<file path="config.mk">
export PLATFORM = sky130hd
export DESIGN_NAME = spi_cmd_queue_flat
export DESIGN_NICKNAME = d
export VERILOG_FILES = /design/src/rtl/spi_pkg.sv /design/src/rtl/spi_cmd_queue_if.sv /design/src/rtl/sync_fifo.sv /design/src/rtl/spi_cmd_queue.sv /design/src/flat_wrapper.sv
export SDC_FILE = /design/constraint.sdc
export NUM_CORES = 1
export LEC_CHECK = 0
export CORE_ASPECT_RATIO = 0.8
export CORE_MARGIN = 10
export CORE_UTILIZATION = 55
export CTS_CLUSTER_DIAMETER = 40
export CTS_CLUSTER_SIZE = 30
export DETAILED_ROUTE_END_ITERATION = 7
export GPL_TIMING_DRIVEN = 0
export PLACE_DENSITY = 0.82
export SLEW_MARGIN = 0
export SYNTH_ARGS = -nofsm -noshare
export SYNTH_HDL_FRONTEND = slang
export SYNTH_HIERARCHICAL = 1
export SYNTH_SLANG_ARGS = --single-unit
</file>
<file path="constraint.sdc">
create_clock -name clk -period 5 [get_ports clk]
set_clock_uncertainty 0.2 [all_clocks]
set_input_delay 0.75 -clock clk [delete_from_list [all_inputs] [get_ports clk]]
set_output_delay 0.75 -clock clk [all_outputs]
set_load 0.01 [all_outputs]
</file>
<file path="src/rtl/spi_pkg.sv">
// -----------------------------------------------------------------------------
// spi_pkg
// Shared definitions for the SPI command queue: sequencer state encoding,
// command word field positions, CPU status word bit positions, the SPI clock
// divider used by the downstream driver, and a status packing helper.
// No ports (package).
// -----------------------------------------------------------------------------
package spi_pkg;

    // Sequencer states
    typedef enum logic [2:0] {
        ST_IDLE      = 3'd0,
        ST_ISSUE     = 3'd1,
        ST_WAIT_LOW  = 3'd2,
        ST_WAIT_HIGH = 3'd3,
        ST_GAP       = 3'd4
    } spi_state_e;

    // Command word layout: {pwr, dc, byte}
    localparam int WORD_W  = 10;
    localparam int PWR_BIT = 9;
    localparam int DC_BIT  = 8;

    // CPU status word layout: {22'b0, ovf, tmo, busy, full, empty, level[4:0]}
    localparam int STAT_LEVEL_LSB = 0;
    localparam int STAT_LEVEL_W   = 5;
    localparam int STAT_EMPTY_BIT = 5;
    localparam int STAT_FULL_BIT  = 6;
    localparam int STAT_BUSY_BIT  = 7;
    localparam int STAT_TMO_BIT   = 8;
    localparam int STAT_OVF_BIT   = 9;

    // Divider of the SPI driver fed by this queue
    localparam int SPI_FREQDIV = 25;

    // GAP counter load values: the counter value is (gap cycles - 1)
    localparam logic [1:0] GAP_LOAD_PWR = 2'd1;
    localparam logic [1:0] GAP_LOAD_CMD = 2'd0;

    // Assemble the CPU-visible status word from its fields
    function automatic logic [31:0] pack_status(
        input logic       ovf,
        input logic       tmo,
        input logic       busy,
        input logic       full,
        input logic       empty,
        input logic [4:0] level
    );
        logic [31:0] word;
        word                                        = 32'd0;
        word[STAT_OVF_BIT]                          = ovf;
        word[STAT_TMO_BIT]                          = tmo;
        word[STAT_BUSY_BIT]                         = busy;
        word[STAT_FULL_BIT]                         = full;
        word[STAT_EMPTY_BIT]                        = empty;
        word[STAT_LEVEL_LSB +: STAT_LEVEL_W]        = level;
        return word;
    endfunction

endpackage

</file>
<file path="src/rtl/spi_cmd_queue_if.sv">
// -----------------------------------------------------------------------------
// spi_cmd_queue_if
// Bundles the CPU write port, the CPU status word and the SPI driver handshake
// of the command queue.
//   wr_en, wr_data, clr_err : CPU -> queue
//   status                  : queue -> CPU
//   spi_start, spi_din      : queue -> SPI driver
//   spi_cs_n                : SPI driver -> queue (low while a byte shifts)
// Modport slave is the queue's view, master the surrounding system's view.
// -----------------------------------------------------------------------------
interface spi_cmd_queue_if;
    import spi_pkg::*;

    logic              wr_en;
    logic [WORD_W-1:0] wr_data;
    logic              clr_err;
    logic              spi_cs_n;
    logic              spi_start;
    logic [WORD_W-1:0] spi_din;
    logic [31:0]       status;

    modport slave (
        input  wr_en,
        input  wr_data,
        input  clr_err,
        input  spi_cs_n,
        output spi_start,
        output spi_din,
        output status
    );

    modport master (
        output wr_en,
        output wr_data,
        output clr_err,
        output spi_cs_n,
        input  spi_start,
        input  spi_din,
        input  status
    );

endinterface

</file>
<file path="src/rtl/sync_fifo.sv">
// -----------------------------------------------------------------------------
// sync_fifo
// Single-clock circular FIFO. Storage is not reset so it maps onto
// distributed/block RAM; pointers and level are reset synchronously.
//   clk     : clock, rising edge
//   reset_n : synchronous active-low reset of pointers and level
//   push    : write din (accepted when not full, or when full with a pop)
//   pop     : drop the head entry (ignored when empty)
//   din     : write data
//   dout    : head entry (combinational read)
//   full    : level == DEPTH
//   empty   : level == 0
//   level   : occupied entries, one bit wider than the pointers
// -----------------------------------------------------------------------------
module sync_fifo #(
    parameter int WIDTH = 10,
    parameter int DEPTH = 16
) (
    input  logic                   clk,
    input  logic                   reset_n,
    input  logic                   push,
    input  logic                   pop,
    input  logic [WIDTH-1:0]       din,
    output logic [WIDTH-1:0]       dout,
    output logic                   full,
    output logic                   empty,
    output logic [$clog2(DEPTH):0] level
);

    localparam int AW = $clog2(DEPTH);
    localparam logic [AW:0]   LVL_FULL = (AW+1)'(DEPTH);
    localparam logic [AW:0]   LVL_ZERO = (AW+1)'(0);
    localparam logic [AW:0]   LVL_ONE  = (AW+1)'(1);
    localparam logic [AW-1:0] PTR_ONE  = AW'(1);
    localparam logic [AW-1:0] PTR_ZERO = AW'(0);

    logic [WIDTH-1:0] mem_r [DEPTH];
    logic [AW-1:0]    wr_ptr_r;
    logic [AW-1:0]    rd_ptr_r;
    logic [AW:0]      level_r;
    logic             push_ok_s;
    logic             pop_ok_s;

    // Qualify requests: a full FIFO still takes a write when the head leaves in the same cycle
    always_comb begin
        pop_ok_s  = pop && (level_r != LVL_ZERO);
        push_ok_s = push && ((level_r != LVL_FULL) || pop_ok_s);
    end

    // Storage write port (no reset so the array stays RAM-inferable)
    always_ff @(posedge clk) begin
        if (push_ok_s) begin
            mem_r[wr_ptr_r] <= din;
        end
    end

    // Pointer and level bookkeeping; pointers wrap naturally as DEPTH is a power of two
    always_ff @(posedge clk) begin
        if (!reset_n) begin
            wr_ptr_r <= PTR_ZERO;
            rd_ptr_r <= PTR_ZERO;
            level_r  <= LVL_ZERO;
        end else begin
            if (push_ok_s) begin
                wr_ptr_r <= wr_ptr_r + PTR_ONE;
            end
            if (pop_ok_s) begin
                rd_ptr_r <= rd_ptr_r + PTR_ONE;
            end
            case ({push_ok_s, pop_ok_s})
                2'b10:   level_r <= level_r + LVL_ONE;
                2'b01:   level_r <= level_r - LVL_ONE;
                default: level_r <= level_r;
            endcase
        end
    end

    assign dout  = mem_r[rd_ptr_r];
    assign full  = (level_r == LVL_FULL);
    assign empty = (level_r == LVL_ZERO);
    assign level = level_r;

endmodule

</file>
<file path="src/rtl/spi_cmd_queue.sv">
// -----------------------------------------------------------------------------
// spi_cmd_queue
// Buffers 10-bit SPI command words written by the CPU and feeds them one at a
// time to an SPI byte driver, pacing on the driver's chip-select feedback.
// Power-on words (pwr=1) are not acknowledged by the driver and only get a
// fixed two-cycle gap. Overflow and acknowledge-timeout are sticky errors.
//   clk      : single clock, rising edge
//   reset_n  : synchronous active-low reset
//   bus      : spi_cmd_queue_if.slave (CPU write/status + SPI handshake)
// -----------------------------------------------------------------------------
module spi_cmd_queue
    import spi_pkg::*;
#(
    parameter int DEPTH       = 16,
    parameter int ACK_TIMEOUT = 8
) (
    input  logic           clk,
    input  logic           reset_n,
    spi_cmd_queue_if.slave bus
);

    localparam int LW = $clog2(DEPTH) + 1;
    localparam int TW = $clog2(ACK_TIMEOUT + 1);
    localparam logic [TW-1:0] TMO_ZERO = TW'(0);
    localparam logic [TW-1:0] TMO_ONE  = TW'(1);
    localparam logic [TW-1:0] TMO_LAST = TW'(ACK_TIMEOUT - 1);

    spi_state_e        state_r;
    spi_state_e        state_nxt_s;
    logic [TW-1:0]     tmo_cnt_r;
    logic [TW-1:0]     tmo_cnt_nxt_s;
    logic [1:0]        gap_cnt_r;
    logic [1:0]        gap_cnt_nxt_s;
    logic              issue_s;
    logic              tmo_evt_s;
    logic              ovf_evt_s;
    logic              busy_s;
    logic [4:0]        level5_s;

    logic [WORD_W-1:0] fifo_dout_s;
    logic              fifo_full_s;
    logic              fifo_empty_s;
    logic [LW-1:0]     fifo_level_s;

    logic              spi_start_r;
    logic [WORD_W-1:0] spi_din_r;
    logic              ovf_r;
    logic              tmo_r;

    sync_fifo #(
        .WIDTH (WORD_W),
        .DEPTH (DEPTH)
    ) u_fifo (
        .clk     (clk),
        .reset_n (reset_n),
        .push    (bus.wr_en),
        .pop     (issue_s),
        .din     (bus.wr_data),
        .dout    (fifo_dout_s),
        .full    (fifo_full_s),
        .empty   (fifo_empty_s),
        .level   (fifo_level_s)
    );

    // Sequencer next-state and counter logic
    always_comb begin
        state_nxt_s   = state_r;
        tmo_cnt_nxt_s = tmo_cnt_r;
        gap_cnt_nxt_s = gap_cnt_r;
        issue_s       = 1'b0;
        tmo_evt_s     = 1'b0;
        case (state_r)
            ST_IDLE: begin
                if (!fifo_empty_s) begin
                    state_nxt_s = ST_ISSUE;
                end else begin
                    state_nxt_s = ST_IDLE;
                end
            end
            ST_ISSUE: begin
                issue_s = 1'b1;
                if (fifo_dout_s[PWR_BIT]) begin
                    // Driver ignores power-on words: no chip-select handshake
                    state_nxt_s   = ST_GAP;
                    gap_cnt_nxt_s = GAP_LOAD_PWR;
                end else begin
                    state_nxt_s   = ST_WAIT_LOW;
                    tmo_cnt_nxt_s = TMO_ZERO;
                end
            end
            ST_WAIT_LOW: begin
                if (!bus.spi_cs_n) begin
                    state_nxt_s   = ST_WAIT_HIGH;
                    tmo_cnt_nxt_s = TMO_ZERO;
                end else if (tmo_cnt_r == TMO_LAST) begin
                    state_nxt_s   = ST_IDLE;
                    tmo_cnt_nxt_s = TMO_ZERO;
                    tmo_evt_s     = 1'b1;
                end else begin
                    tmo_cnt_nxt_s = tmo_cnt_r + TMO_ONE;
                end
            end
            ST_WAIT_HIGH: begin
                if (bus.spi_cs_n) begin
                    state_nxt_s   = ST_GAP;
                    gap_cnt_nxt_s = GAP_LOAD_CMD;
                end else begin
                    state_nxt_s   = ST_WAIT_HIGH;
                end
            end
            ST_GAP: begin
                // Hold off until the driver is back in its wait state
                if (gap_cnt_r == 2'd0) begin
                    state_nxt_s = ST_IDLE;
                end else begin
                    gap_cnt_nxt_s = gap_cnt_r - 2'd1;
                end
            end
            default: begin
                state_nxt_s   = ST_IDLE;
                tmo_cnt_nxt_s = TMO_ZERO;
                gap_cnt_nxt_s = 2'd0;
            end
        endcase
    end

    // Sequencer state and counter registers
    always_ff @(posedge clk) begin
        if (!reset_n) begin
            state_r   <= ST_IDLE;
            tmo_cnt_r <= TMO_ZERO;
            gap_cnt_r <= 2'd0;
        end else begin
            state_r   <= state_nxt_s;
            tmo_cnt_r <= tmo_cnt_nxt_s;
            gap_cnt_r <= gap_cnt_nxt_s;
        end
    end

    // Write to a full queue with no departing head loses the word
    always_comb begin
        ovf_evt_s = bus.wr_en && fifo_full_s && !issue_s;
    end

    // Registered SPI outputs and sticky error flags (a new error beats clr_err)
    always_ff @(posedge clk) begin
        if (!reset_n) begin
            spi_start_r <= 1'b0;
            spi_din_r   <= {WORD_W{1'b0}};
            ovf_r       <= 1'b0;
            tmo_r       <= 1'b0;
        end else begin
            spi_start_r <= issue_s;
            if (issue_s) begin
                spi_din_r <= fifo_dout_s;
            end
            ovf_r <= ovf_evt_s | (ovf_r & ~bus.clr_err);
            tmo_r <= tmo_evt_s | (tmo_r & ~bus.clr_err);
        end
    end

    // Status decode from registered state
    always_comb begin
        busy_s   = !((state_r == ST_IDLE) && fifo_empty_s);
        level5_s = 5'(fifo_level_s);
    end

    assign bus.spi_start = spi_start_r;
    assign bus.spi_din   = spi_din_r;
    assign bus.status    = pack_status(ovf_r, tmo_r, busy_s, fifo_full_s, fifo_empty_s, level5_s);

endmodule

</file>
<file path="src/flat_wrapper.sv">
// flat-port wrapper written by rule: the top's interface ports become plain ports
module spi_cmd_queue_flat import spi_pkg::*;
#(
    parameter int DEPTH       = 16,
    parameter int ACK_TIMEOUT = 8
)
  (clk, reset_n, bus_wr_en, bus_wr_data, bus_clr_err, bus_spi_cs_n, bus_spi_start, bus_spi_din, bus_status);
  spi_cmd_queue_if bus_i ();
  input  logic clk;
  input  logic reset_n;
  input wire logic [$bits(bus_i.wr_en)-1:0] bus_wr_en;
  input wire logic [$bits(bus_i.wr_data)-1:0] bus_wr_data;
  input wire logic [$bits(bus_i.clr_err)-1:0] bus_clr_err;
  input wire logic [$bits(bus_i.spi_cs_n)-1:0] bus_spi_cs_n;
  output wire logic [$bits(bus_i.spi_start)-1:0] bus_spi_start;
  output wire logic [$bits(bus_i.spi_din)-1:0] bus_spi_din;
  output wire logic [$bits(bus_i.status)-1:0] bus_status;
  assign bus_i.wr_en = bus_wr_en;
  assign bus_i.wr_data = bus_wr_data;
  assign bus_i.clr_err = bus_clr_err;
  assign bus_i.spi_cs_n = bus_spi_cs_n;
  assign bus_spi_start = bus_i.spi_start;
  assign bus_spi_din = bus_i.spi_din;
  assign bus_status = bus_i.status;
  spi_cmd_queue #(.DEPTH(DEPTH), .ACK_TIMEOUT(ACK_TIMEOUT)) u_core (.clk(clk), .reset_n(reset_n), .bus(bus_i));
endmodule
</file>
==> results of run 1 <==
## sequential cells by signal, summed over array words and instances (netlist names), named ones only
signal                  cells
u_core/u_fifo/mem_r       160
u_core/bus.spi_start        1
u_core/u_fifo/wr_ptr_r      4
u_core/state_r              3
u_core/u_fifo/rd_ptr_r      4
u_core/ovf_r                1
u_core/tmo_cnt_r            4
u_core/tmo_r                1
u_core/bus.spi_din         10
u_core/gap_cnt_r            2
u_core/u_fifo/level         5
## metal layers
| metal | wire length [um] | part of all wire (%) | GRT usage (%) |
|---|---|---|---|
| met2 | 8570 | 48 | 28.3 |
| met5 | 0 | 0 | 0 |
| met1 | 7280 | 41 | 24.1 |
| met3 | 1640 | 9.3 | 5.49 |
| met4 | 272 | 1.5 | 6.09 |
## synth_stat cells (3+ instances only)
cell type	instances	area [um2]
buf_2	9	45.0
xnor2_1	4	35.0
o21ai_0	6	30.0
o21a_1	3	22.5
a22oi_1	21	158
a21boi_0	3	22.5
dfxtp_1	39	781
mux2i_1	8	80.1
ha_1	10	125
nor3b_1	3	22.5
edfxtp_1	160	4800
clkbuf_1	10	37.5
nand2_1	50	188
nor2b_1	5	31.3
nor2_1	9	33.8
mux4_2	40	901
nand3_1	5	25.0
buf_4	27	203
a21boi_1	10	75.1
and4_1	4	35.0
buf_1	3	11.3
nand2b_1	6	37.5
and2_1	20	125
inv_1	9	33.8
nand3b_1	3	22.5
a21oi_1	7	35.0
## through the flow
stage	setup slack [ns]	area (um2)	power, uW	cells
floorplan	1.86	8360	2520	534
global placement	1.15	8950	2780	758
detailed placement	0.983	8950	2820	758
CTS	1.16	9510	4120	790
global route	0.812	9510	4290	790
finish	1.07	9510	4110	790
## worst paths after layout
| kind | to | slack, ns |
|---|---|---|
| max | u_core/u_fifo/level[4] | 1.07 |
| min | u_core/gap_cnt_r[1] | 0.26 |
| max reg2reg | u_core/u_fifo/level[4] | 1.07 |
| min reg2reg | u_core/gap_cnt_r[1] | 0.26 |
## critical path, delay by kind of cell (launching register included)
kind | cells | cell delay [ns]
and+or+nand+nor | 3 | 0.47
muxes | 1 | 0.25
AOI/OAI and AO/OA | 3 | 1.47
buffers and inverters | 4 | 0.66
adders and majority gates | 1 | 0.43
DFF | 1 | 0.32
## cell type report
cell class | count | area share (%)
well taps | 189 | 2.49
flip-flops and latches | 199 | 58.7
clock inverters | 12 | 1.33
inverters | 10 | 0.395
multi-input cells | 274 | 25.4
plain buffers | 51 | 3.35
repair buffers | 35 | 3.68
clock buffers | 20 | 4.59
## cell families after synthesis
kind of cell               count (synthesis)  share of synthesized area (%)
AOI/OAI and AO/OA                         67                           6.28
xor gates and xnor gates                   5                          0.529
adders and majority gates                 11                           1.75
buffers and inverters                     61                           4.30
DFF                                      199                           67.4
muxes                                     48                           11.8
other                                      1                         0.0453
and+or+nand+nor                          121                           7.81
## power by group through the flow
stage / clock (uW) / combinational, uW / sequential [uW]
floorplan: 0 / 564 / 1950
global placement: 0 / 835 / 1940
detailed placement: 0 / 866 / 1950
CTS: 1330 / 876 / 1910
global route: 1410 / 957 / 1920
finish: 1320 / 878 / 1910
==> metrics, run 1 <==
status finished clean; Filler cells 1022; PwrDens 432 mW/mm2; clk buf depth 2; Sequential Area 0.00559 mm2; share of cells above drive strength 1 between 10% and 20%; CP Data Arrival Time 4.05 ns; crit start category register; Max FO, Critical Path 16; post-synthesis async set-or-reset flop share 0%; Slew HR just under 30%; Hold Vio Cnt, Final 0; Core ar. between 0.01 and 0.015 mm2; Slew Limit Fails 0; post-synthesis cell count between 500 and 600; final WL 17.8 mm; hold_ws 0.263 ns; endpoint class of the critical path register; Initial Utilization 55.5%; leading cell type in the layout, fill and taps excluded edfxtp_1; DRT iter0 DRCs around 560; Slowest cell on crit path a211oi_1; Routability Congestion between 0.8 and 0.9; first-pass GRT wire length 27.7 mm; WL per Instance between 20 and 25 um; Hold WC Path Type reg2reg; fin nets 614; RSZ-0062 raised after global routing false; hpwl dp 11.8 mm; clock sink total a little under 200; worst setup path class reg2reg; fin crit period about 3.9 ns; yosys warns 6; clock group share of total power 32.1%; Hold Path Stages 2; die height about 130 um; Cell Rows 40; worst slew pin tran 1.05 ns; Yosys reg bits 199; Finished Core Util 63.8%; cells along the critical path buf_6 > nand2b_1 > or2_1 > inv_2 > buf_2 > inv_1 > a211oi_1 > ha_1 > a21o_1 > a21oi_1 > mux2i_1 > nand3b_1; Seq/Total Area, Yosys 67.4%; Tcrit/Tclk final 78.6%; Sw Ratio a little over a quarter; CTS resizes 0; worst IR drop on VDD 360 uV; synthesized area per cell 16.1 um2; die area 0.0204 mm2; fmax about 250 MHz; synth-to-layout area growth 14.8%; area of the multi-input gates 0.00242 mm2; sw power between 1000 and 1500 uW; initial antenna violation count 0; clock transition at the registers of the reported paths 0.07 ns; Initial DRT Pass Iterations 5; Netlist cell types 54; Setup Fix Bufs, Post-CTS 0; min-delay src u_core/gap_cnt_r[1]; H-tree Lvls 4; DR vias/cell 6.02; EDFF count, synth 160; clk_lat worst skew 0.44 ns; CTS Hold Bufs 0; Int Power 3010 uW; vias in the first global route 4767; Synth Cell Area between 0.008 and 0.009 mm2; leakage approximately 0.0032 uW; setup TNS 0 ns; sequential power share between 40% and 50%; gr ovfl total 0; # DRC 0; Ports a little under 60; most frequent cells in the layout 160 x edfxtp_1, 50 x nand2_1, 40 x mux4_2, 39 x dfxtp_1, 35 x clkdlybuf4s50_1; Reg2Reg Depth 12; CTS tree built; final setup fails 0; Gate power share 21.4%; PortBufs 35; TritonCTS buffer count 17; Synth Flop Type edfxtp_1; routed vias between 4000 and 5000; # diodes 0; Antenna Violating Nets Remaining 0; Max Cap Viol 0; Critical path origin u_core/state_r[0]; CTS root buffer clkbuf_16; pin count of the biggest net entering global routing 17; gr usage total between 10% and 20%; largest stage delay on the critical path between 0.8 and 0.9 ns; Chip Width between 150 and 200 um; Worst Path Required 5.12 ns; r2r startpoint u_core/state_r[0]
Power figures use the tool's default switching activity.
==> inputs of run 2 (changes only) <==
- CORE_UTILIZATION: 55 -> 53
- PLACE_DENSITY: 0.82 -> 0.83
- clock period: 5 -> 3.6 ns (I/O delays scaled with it)
==> metrics, run 2 (synthesis gave the netlist of run 1 again) <==
CP Data Arrival Time 2.67 ns; WL per Instance 21.9 um; max reg flops 160; Max FO, Critical Path 7; Worst Path Required 2.86 ns; Bufs and invs on worst path 3; CTS root buffer clkbuf_16; largest stage delay on the critical path 0.80 ns; sw power 1530 uW; dpl cells just under 800; Filler cells 1063; leading cell type in the layout, fill and taps excluded edfxtp_1; Chip Width around 160 um; Slowest cell on crit path nor4_1; Worst Setup Slack, final 0.189 ns; worst slack, placed -0.157 ns; hpwl dp approximately 12 mm; sequential power share 46.0%; Sw Ratio between 20% and 30%; # DRC 0; clock sink total between 150 and 200; gr usage total 16.9%; share of cells above drive strength 1 19.1%; Int Power 4250 uW; Initial DRT Pass Iterations 5; Setup Fix Bufs, Post-CTS 0; Antenna Violating Nets Remaining 0; first-pass GRT wire length between 20 and 30 mm; Ports between 50 and 60; DR vias/cell between 5 and 6; PortBufs 35; crit start category register; Initial Utilization 54.6%; final setup fails 0; clock group share of total power 32.8%; post-route design area around 0.0096 mm2; clk buf depth 2; fin crit period 3.41 ns; Placed Area 0.00897 mm2; status finished clean; routed vias between 4000 and 5000; die area between 0.02 and 0.025 mm2; cells along the critical path nor4_1 > nand2_1 > inv_1 > buf_4 > clkdlybuf4s50_1; die height between 100 and 150 um; Top reg by flops u_core/u_fifo/mem_r; Hold WC Path Type reg2reg; CTS tree built; Slew HR 40.8%; Routability Congestion 0.814; CP top delay family simple AND/OR/NAND/NOR gates; fin nets approximately 610; fmax 293 MHz; RSZ-0062 raised after global routing false; worst IR drop on VDD between 300 and 400 uV; pin count of the biggest net entering global routing 17; final WL 17.8 mm; worst slew pin tran between 0.8 and 0.9 ns; Core ar. approximately 0.015 mm2; clk_lat worst skew 0.43 ns; gr ovfl total 0; TritonCTS buffer count 17; endpoint class of the critical path primary output; worst setup path class reg2out; H-tree Lvls 4; Slew Limit Fails 0; setup TNS 0 ns; Cell Rows 40; Gate power share 21.2%; vias in the first global route 4647; PwrDens 603 mW/mm2; synth-to-layout area growth 15.6%; clock transition at the registers of the reported paths roughly 0.070 ns; Max Cap Viol 0; initial antenna violation count 0; DRT iter0 DRCs ~520; leakage 0.00326 uW; most frequent cells in the layout 160 x edfxtp_1, 50 x nand2_1, 40 x mux4_2, 39 x dfxtp_1, 35 x clkdlybuf4s50_1; Tcrit/Tclk final 94.7%; Hold Vio Cnt, Final 0; # diodes 0; Finished Core Util 63.1%; non-filler instance count after layout 811
[run 2: cell type report]
type | count | area, um2 | area share [%]
inverter | 10 | 37.5 | 0.392
multi-input combinational | 274 | 2430 | 25.4
sequential | 199 | 5590 | 58.3
clock inverter | 13 | 153 | 1.59
tap | 210 | 263 | 2.74
clock buffer | 19 | 433 | 4.52
timing repair buffer | 35 | 350 | 3.66
buffer | 51 | 319 | 3.33
[run 2: power groups by stage]
stage	Combinational (uW)	Clock, uW	Sequential [uW]
detailed placement	1200	0	2710
global placement	1160	0	2700
global route	1330	2010	2670
finish	1230	1890	2660
CTS	1220	1910	2660
floorplan	783	0	2710
[run 2: stage by stage]
stage | hold WS, ns | total power [uW]
floorplan | 0.235 | 3500
global placement | 0.244 | 3850
detailed placement | 0.253 | 3910
CTS | 0.262 | 5790
global route | 0.279 | 6000
finish | 0.259 | 5780
[run 2: final timing paths]
path / start / end / slack, ns / depth (start not counted)
hold reg to reg: u_core/bus.spi_din[5] / u_core/bus.spi_din[5] / 0.26 / 2
hold / removal: u_core/bus.spi_din[5] / u_core/bus.spi_din[5] / 0.26 / 2
setup / recovery: u_core/u_fifo/level[0] / bus_status[6] / 0.19 / 5
setup reg to reg: u_core/state_r[2] / u_core/u_fifo/level[4] / 0.20 / 11
[run 2: repair_timing]
action | CTS | global route
hold buffers | 0 | 0
setup endpoints to repair | 1 | 1
endpoints found under the hold margin | 0 | 0
resized for setup | 1 | 1
[run 2: tightest hold or removal path: cells and delay by family, from the launching register on]
kind	cells	cell delay, ns
AND/OR/NAND/NOR	1	0.05
flip-flops	1	0.31
AO/OA/AOI/OAI	1	0.05
[run 2: metal layers]
| metal | vias to the layer above | wire length (um) | track usage [%] |
|---|---|---|---|
| met4 | 0 | 226 | 5.35 |
| met3 | 19 | 1380 | 4.71 |
| met2 | 210 | 8620 | 25.8 |
| met5 | - | 0 | 0 |
| li1 | 2072 | - | - |
| met1 | 2362 | 7550 | 23.0 |
==> inputs of run 3 (changes only) <==
- CORE_UTILIZATION: 53 -> 55
- PLACE_DENSITY: 0.83 -> 0.82
- clock period: 3.6 -> 4.11 ns (I/O delays scaled with it)
==> metrics, run 3 (synthesis gave the netlist of run 1 again) <==
share of cells above drive strength 1 19.1%; sequential power share 46.5%; vias in the first global route between 4000 and 5000; Worst Path Required 4.24 ns; clock transition at the registers of the reported paths 0.07 ns; area of the multi-input gates approximately 0.0024 mm2; Slew Limit Fails 0; Sw Ratio between 20% and 30%; Tcrit/Tclk final 86.8%; Int Power 3660 uW; CP Data Arrival Time 3.69 ns; CTS root buffer clkbuf_16; largest stage delay on the critical path 0.56 ns; fin crit period 3.57 ns; gr ovfl total 0; Max FO, Critical Path 16; Initial Utilization a little under three fifths; crit start category register; routed vias about 4800; synth-to-layout area growth 14.9%; fin nets 614; Hold Vio Cnt, Final 0; worst slew pin tran around 0.9 ns; status finished clean; Overall Power between 5000 and 6000 uW; routed length on met3 1.56 mm; die height roughly 130 um; Max Cap Viol 0; TritonCTS buffer count 17; Sequential Area 0.00559 mm2; setup TNS 0 ns; leakage 0.00325 uW; clock group share of total power between 30% and 40%; most frequent cells in the layout 160 x edfxtp_1, 50 x nand2_1, 40 x mux4_2, 39 x dfxtp_1, 35 x clkdlybuf4s50_1; CTS Hold Bufs 0; PwrDens 526 mW/mm2; DRT iter0 DRCs 485; CTS tree built; Filler cells 1020; RSZ-0062 raised after global routing false; max reg flops 160; hold_ws 0.266 ns; CP top delay family compound AO/OA/AOI/OAI gates; fmax 280 MHz; Chip Width 157 um; clock sink total 199; Core ar. approximately 0.015 mm2; clk buf depth 2; worst setup path class reg2reg; Antenna Violating Nets Remaining 0; # diodes 0; M1 wire length between 7 and 8 mm; Top reg by flops u_core/u_fifo/mem_r; wire length on met2 8.65 mm; die area 0.0204 mm2; sw power 1340 uW; WL per Instance 22.5 um; clk_lat worst skew roughly 0.44 ns; Slowest cell on crit path a211oi_2; first-pass GRT wire length 27.7 mm; endpoint class of the critical path register; pin count of the biggest net entering global routing 17; Slew HR 40.9%; CTS resizes 0; DR vias/cell 6.03; Cell Rows 40; Max Used Layer met4; final setup fails 0; Gate power share between 20% and 30%; leading cell type in the layout, fill and taps excluded edfxtp_1; cells along the critical path buf_6 > nand2b_1 > or2_1 > inv_2 > buf_2 > inv_1 > a211oi_2 > ha_1 > a21o_1 > a21oi_1 > mux2i_1 > nand3b_1; Setup Fix Bufs, Post-CTS 0; hpwl dp 11.8 mm; Initial DRT Pass Iterations 5; initial antenna violation count 0; Bufs and invs on worst path 4; gr usage total ~18%; worst IR drop on VDD 440 uV; Routability Congestion 0.833; PortBufs 35; Hold WC Path Type reg2reg; # DRC 0; final WL 17.8 mm; Ports 58; H-tree Lvls 4
## run 3: cell types whose count changed in the layout (fill, tap and decap cells not counted), sizes merged
cell    change
bufinv      -1
clkbuf      +1
## run 3: per-layer routing
layer  vias to the layer above  track usage [%]
met4                         0             6.09
li1                       2081                -
met3                        16             5.49
met1                      2419             24.1
met2                       244             28.3
met5                         -                0
## run 3: layout make-up
cell class,count,area share [%]
Buffer,51,3.35
Tap cell,189,2.48
Multi-Input combinational cell,274,25.5
Timing Repair Buffer,35,3.68
Inverter,10,0.394
Clock buffer,20,4.59
Sequential cell,199,58.7
Clock inverter,12,1.33
## run 3: power by group through the flow
stage | clock (uW) | sequential (uW) | combinational, uW
floorplan | 0 | 2380 | 686
global placement | 0 | 2360 | 1020
detailed placement | 0 | 2370 | 1050
CTS | 1620 | 2330 | 1070
global route | 1720 | 2340 | 1170
finish | 1600 | 2330 | 1070
## run 3: path summary, 6_finish.rpt
path / from / to / slack (ns) / cells after the start
setup / recovery: u_core/state_r[0] / u_core/u_fifo/level[4] / 0.54 / 12
hold / removal: u_core/bus.spi_din[3] / u_core/bus.spi_din[3] / 0.27 / 2
setup reg to reg: u_core/state_r[0] / u_core/u_fifo/level[4] / 0.54 / 12
hold reg to reg: u_core/bus.spi_din[3] / u_core/bus.spi_din[3] / 0.27 / 2
## run 3: per-stage QoR
stage | util [%] | cell area, um2 | instances | setup WS [ns]
finish | 63.8 | 9520 | 790 | 0.544
global route | 63.8 | 9520 | 790 | 0.301
CTS | 63.8 | 9510 | 790 | 0.266
detailed placement | 60.0 | 8950 | 758 | 0.226
global placement | 60.0 | 8950 | 758 | 0.395
floorplan | - | 8360 | 534 | 0.972
## run 3: worst reg2reg max path, cell delays in order, from the launching register on
cell	delay (ns)
dfxtp_1	0.32
buf_6	0.12
nand2b_1	0.10
or2_1	0.27
inv_2	0.10
buf_2	0.35
inv_1	0.13
a211oi_2	0.56
ha_1	0.39
a21o_1	0.20
a21oi_1	0.38
mux2i_1	0.25
nand3b_1	0.09
